### src/rtl/led_pattern_gen.sv
// LED pattern generator: a free-running prescaler produces a pattern tick, and
// each tick advances the LED register by rotate-left, rotate-right, bounce or
// binary count. A mode change reseeds the pattern and restarts the prescaler.
module led_pattern_gen #(
  parameter int WIDTH = 8,
  parameter int DIV_W = 27
) (
  input  logic             clk,
  input  logic             rst_n,
  input  logic             enable,
  input  logic [1:0]       mode,
  input  logic [DIV_W-1:0] div,
  output logic [WIDTH-1:0] led,
  output logic             tick,
  output logic [DIV_W-1:0] count
);

  typedef enum logic {DIR_LEFT = 1'b0, DIR_RIGHT = 1'b1} dir_t;

  localparam logic [WIDTH-1:0] SEED = WIDTH'(1);

  dir_t             dir, dir_d, dir_adv;
  logic [1:0]       mode_q;
  logic [WIDTH-1:0] led_d, led_adv;
  logic [DIV_W-1:0] count_d;
  logic             tick_d;
  logic             mode_chg;

  assign mode_chg = (mode != mode_q);

  // Pattern step: what led/dir become if this edge is a tick.
  always_comb begin
    led_adv = led;
    dir_adv = dir;
    case (mode)
      2'b00: led_adv = {led[WIDTH-2:0], led[WIDTH-1]};
      2'b01: led_adv = {led[0], led[WIDTH-1:1]};
      2'b10: begin
        // Reverse at the ends without dwelling on the end LED.
        if (dir == DIR_LEFT && led[WIDTH-1]) begin
          dir_adv = DIR_RIGHT;
          led_adv = led >> 1;
        end else if (dir == DIR_RIGHT && led[0]) begin
          dir_adv = DIR_LEFT;
          led_adv = led << 1;
        end else if (dir == DIR_LEFT) begin
          led_adv = led << 1;
        end else begin
          led_adv = led >> 1;
        end
      end
      default: led_adv = led + WIDTH'(1);
    endcase
  end

  // Next state: reseed on mode change beats freeze, which beats the tick.
  always_comb begin
    led_d   = led;
    dir_d   = dir;
    count_d = count;
    tick_d  = 1'b0;
    if (mode_chg) begin
      led_d   = SEED;
      dir_d   = DIR_LEFT;
      count_d = '0;
    end else if (!enable) begin
      // hold everything, tick stays low
    end else if (count >= div) begin
      // >= so a div lowered below count wraps on the next edge
      count_d = '0;
      tick_d  = 1'b1;
      led_d   = led_adv;
      dir_d   = dir_adv;
    end else begin
      count_d = count + DIV_W'(1);
    end
  end

  // State registers; mode_q tracks mode every cycle, even when frozen.
  always_ff @(posedge clk or negedge rst_n) begin
    if (!rst_n) begin
      led    <= SEED;
      dir    <= DIR_LEFT;
      count  <= '0;
      tick   <= 1'b0;
      mode_q <= 2'b00;
    end else begin
      led    <= led_d;
      dir    <= dir_d;
      count  <= count_d;
      tick   <= tick_d;
      mode_q <= mode;
    end
  end

endmodule
### config.mk
export PLATFORM = sky130hd
export DESIGN_NAME = led_pattern_gen
export DESIGN_NICKNAME = d
export VERILOG_FILES = /design/src/rtl/led_pattern_gen.sv
export SDC_FILE = /design/constraint.sdc
export NUM_CORES = 1
export LEC_CHECK = 0
export CORE_UTILIZATION = 46
export DETAILED_ROUTE_END_ITERATION = 8
export PLACE_DENSITY = 0.82
export REMOVE_ABC_BUFFERS = 1
export SLEW_MARGIN = 20
export SYNTH_ARGS = -nofsm -noshare
export SYNTH_HDL_FRONTEND = slang
export SYNTH_SLANG_ARGS = --single-unit
export TNS_END_PERCENT = 1
### constraint.sdc
create_clock -name clk -period 3.3 [get_ports clk]
set_input_delay 0.33 -clock clk [delete_from_list [all_inputs] [get_ports clk]]
set_output_delay 0.33 -clock clk [all_outputs]
set_load 0.03 [all_outputs]
==> qor.yml <==
slowest_stage: "clkdlybuf4s50_1"
placed_cells: 494
cap_violations: 0
final_nets: 485
area_delta_synth_final_pct: 28.2
cts_root_buf: "clkbuf_8"
ios: 68
cts_tree: "built"
worst-r2r-cell-count: 8
synth_edf_count: 0
htreeDepth: 2
insertedDiodeCount: 0
final_area_um2: 3840
vias_per_cell: 5.81
cp.depth: 10
drive_gt1_frac: 0.0682
die-area_um2: 6850
startpoint_type: "input pin"
firstDrtPassIters: 5
grt_pass1_vias: 2670
synthTopCellsByCount: "dfrtp_1 (38), inv_1 (34), nand2_1 (31)"
std_cell_rows: 29
dpl_cell_area_um2: 3740
hold_viol: 0
tightest_slew_ps: 874
ys_warn_count: 0
setup_ws_ps: 552
hold_ws_ps: 145
path_buf_inv: 2
num_vias: 2919
drtIter0Drc: 170
rsz0062_at_grt: "no"
drt-total-wl_um: 7410
finalCoreUtilization: 0.609
reg2reg_to: "led[2]"
startpoint: "div[26]"
yosysMostFrequentCell: "dfrtp_1"
yosys.cell_types.count: 53
setup_viol: 0
dp_hpwl_um: 5430
avgRoutedWirePerCell_um: 14.8
antenna_found_initial: 0
ys_ff_latch: 39
antenna_left: 0
stdcell_count: 502
core_region_area_um2: 6310
clk_pin_slew_worst_paths_ps: 80
die_h_um: 82.7
cp.required_ps: 3460
post-place-ws_ps: 248
critPathMaxStageDelay_ps: 450
clock_path_buffers: 2
power_leakage_nw: 1.71
synthArstFlopShare: 1.00
critPathTopFamily: "simple AND/OR/NAND/NOR gates"
setup_tns_ps: 0
synthesis.area_um2: 3000
power_uw: 985
cp.arrival_ps: 2900
initial_core_util: 0.475
ys_seq_area_frac: 0.326
path_class: "input pin to register"
power_density_nw_per_um2: 256
end_kind: "register"
crit_fanout: 13
yosys.area.top_type_share: 0.317
grt_pass1_wl_um: 11800
fmax_mhz: 364
grt_overflow: 0
period_needed_ps: 2750
ir_drop_v: 0.000284
grt.total_usage: 0.227
grt_max_degree: 40
port_buffers: 67
cts_resized: 0
slew_violations: 0
drc: 0
synth_top_cell_by_area: "dfrtp_1"
worst-r2r-setup-slack_ps: 650
clock_sinks: 39
die_x_um: 82.7
numCtsBuffers: 5
cts_setup_buffers: 0
finalCritPeriodShare: 0.833
final.setup_skew_ps: 7.39
cp_cell_sequence: "clkdlybuf4s50_1 -> inv_1 -> ha_1 -> nand4_1 -> nor4_2 -> nand2_1 -> a21oi_2 -> or2_4 -> and2_1 -> a211oi_1"
status: "finished, final reports clean"
synth_area_leaders: "dfrtp_1 (32%), ha_1 (12%), inv_1 (4.3%)"
syn_inst: 360
gp_congestion: 0.842
syn_avg_cell_area_um2: 8.33
rr_startpoint: "count[26]"
hold_class: "input pin to async pin"
cts_hold_buf: 0
relSlewSlack: 0.418
clk_latency_ps: 300
ys.flop_type: "dfrtp_1"
[sequential cells by signal, indices dropped and copies added, names as in the netlist]
signal,flops
count,27
led,8
mode_q,2
dir,1
tick,1
[how the worst max path moves through the flow]
| stage | end | slack (ps) |
|---|---|---|
| after CTS | led[2] | 540 |
| after detailed placement | led[3] | 250 |
| after global routing | led[2] | 370 |
| after floorplan | count[12] | 610 |
| after global placement | count[26] | 340 |
| final | led[2] | 550 |
[power breakdown]
group	total (mW)	internal (mW)	switching, mW
clock network	0.361	0.190	0.170
registers	0.482	0.480	0.00211
logic	0.143	0.0651	0.0777
total	0.985	0.735	0.250
[metal layers]
layer  wire length (um)  up-vias  global-route usage  part of all wire
met1               3120     1376               0.282              0.42
met4                118        0              0.0759             0.016
met2               3690      117               0.398              0.50
met5                  0        -                   0                 0
li1                   -     1413                   -                 -
met3                481       13              0.0352             0.065
[placed cells by master, fill, tap and decap left out, types with 5 or more instances in the layout]
master           count
a211oi_1             5
a21oi_1             23
a31oi_1              8
and2_1               6
and3_1              13
buf_4                8
clkbuf_8             7
clkdlybuf4s50_1     66
dfrtp_1             38
ha_1                29
inv_1               34
nand2_1             31
nand2b_1             7
nand3_1             18
nand4_1             10
nor2_1              30
o21ai_0             18
o31ai_1              5
xor2_1              12
[final cells by class]
class                      instances  area, um2
fill                             555       2470
inverter                          34        128
tap                               77       96.3
multi-input combinational        269       1810
clock buffer                       7       96.3
sequential                        39        977
timing repair buffer              75        726
clock inverter                     1       7.51
[worst register-to-register path, cell delays in order, from the launching register on]
cell and delay, ps:
dfrtp_1 410, ha_1 330, nand4_1 210, nor4_2 370, nand2_1 150, a21oi_2 250, or2_4 250, and2_1 400
a211oi_1 150
[kinds of logic (layout without fill, tap and decap cells)]
logic type,after synthesis,count (layout),synth area share
compound gates,88,88,0.198
xor+xnor,16,16,0.0467
fa+ha+maj,29,29,0.121
buf+inv,52,117,0.0693
flops,39,39,0.326
mux,3,3,0.0100
simple gates,133,133,0.229
(Power assumes the default switching activity.)
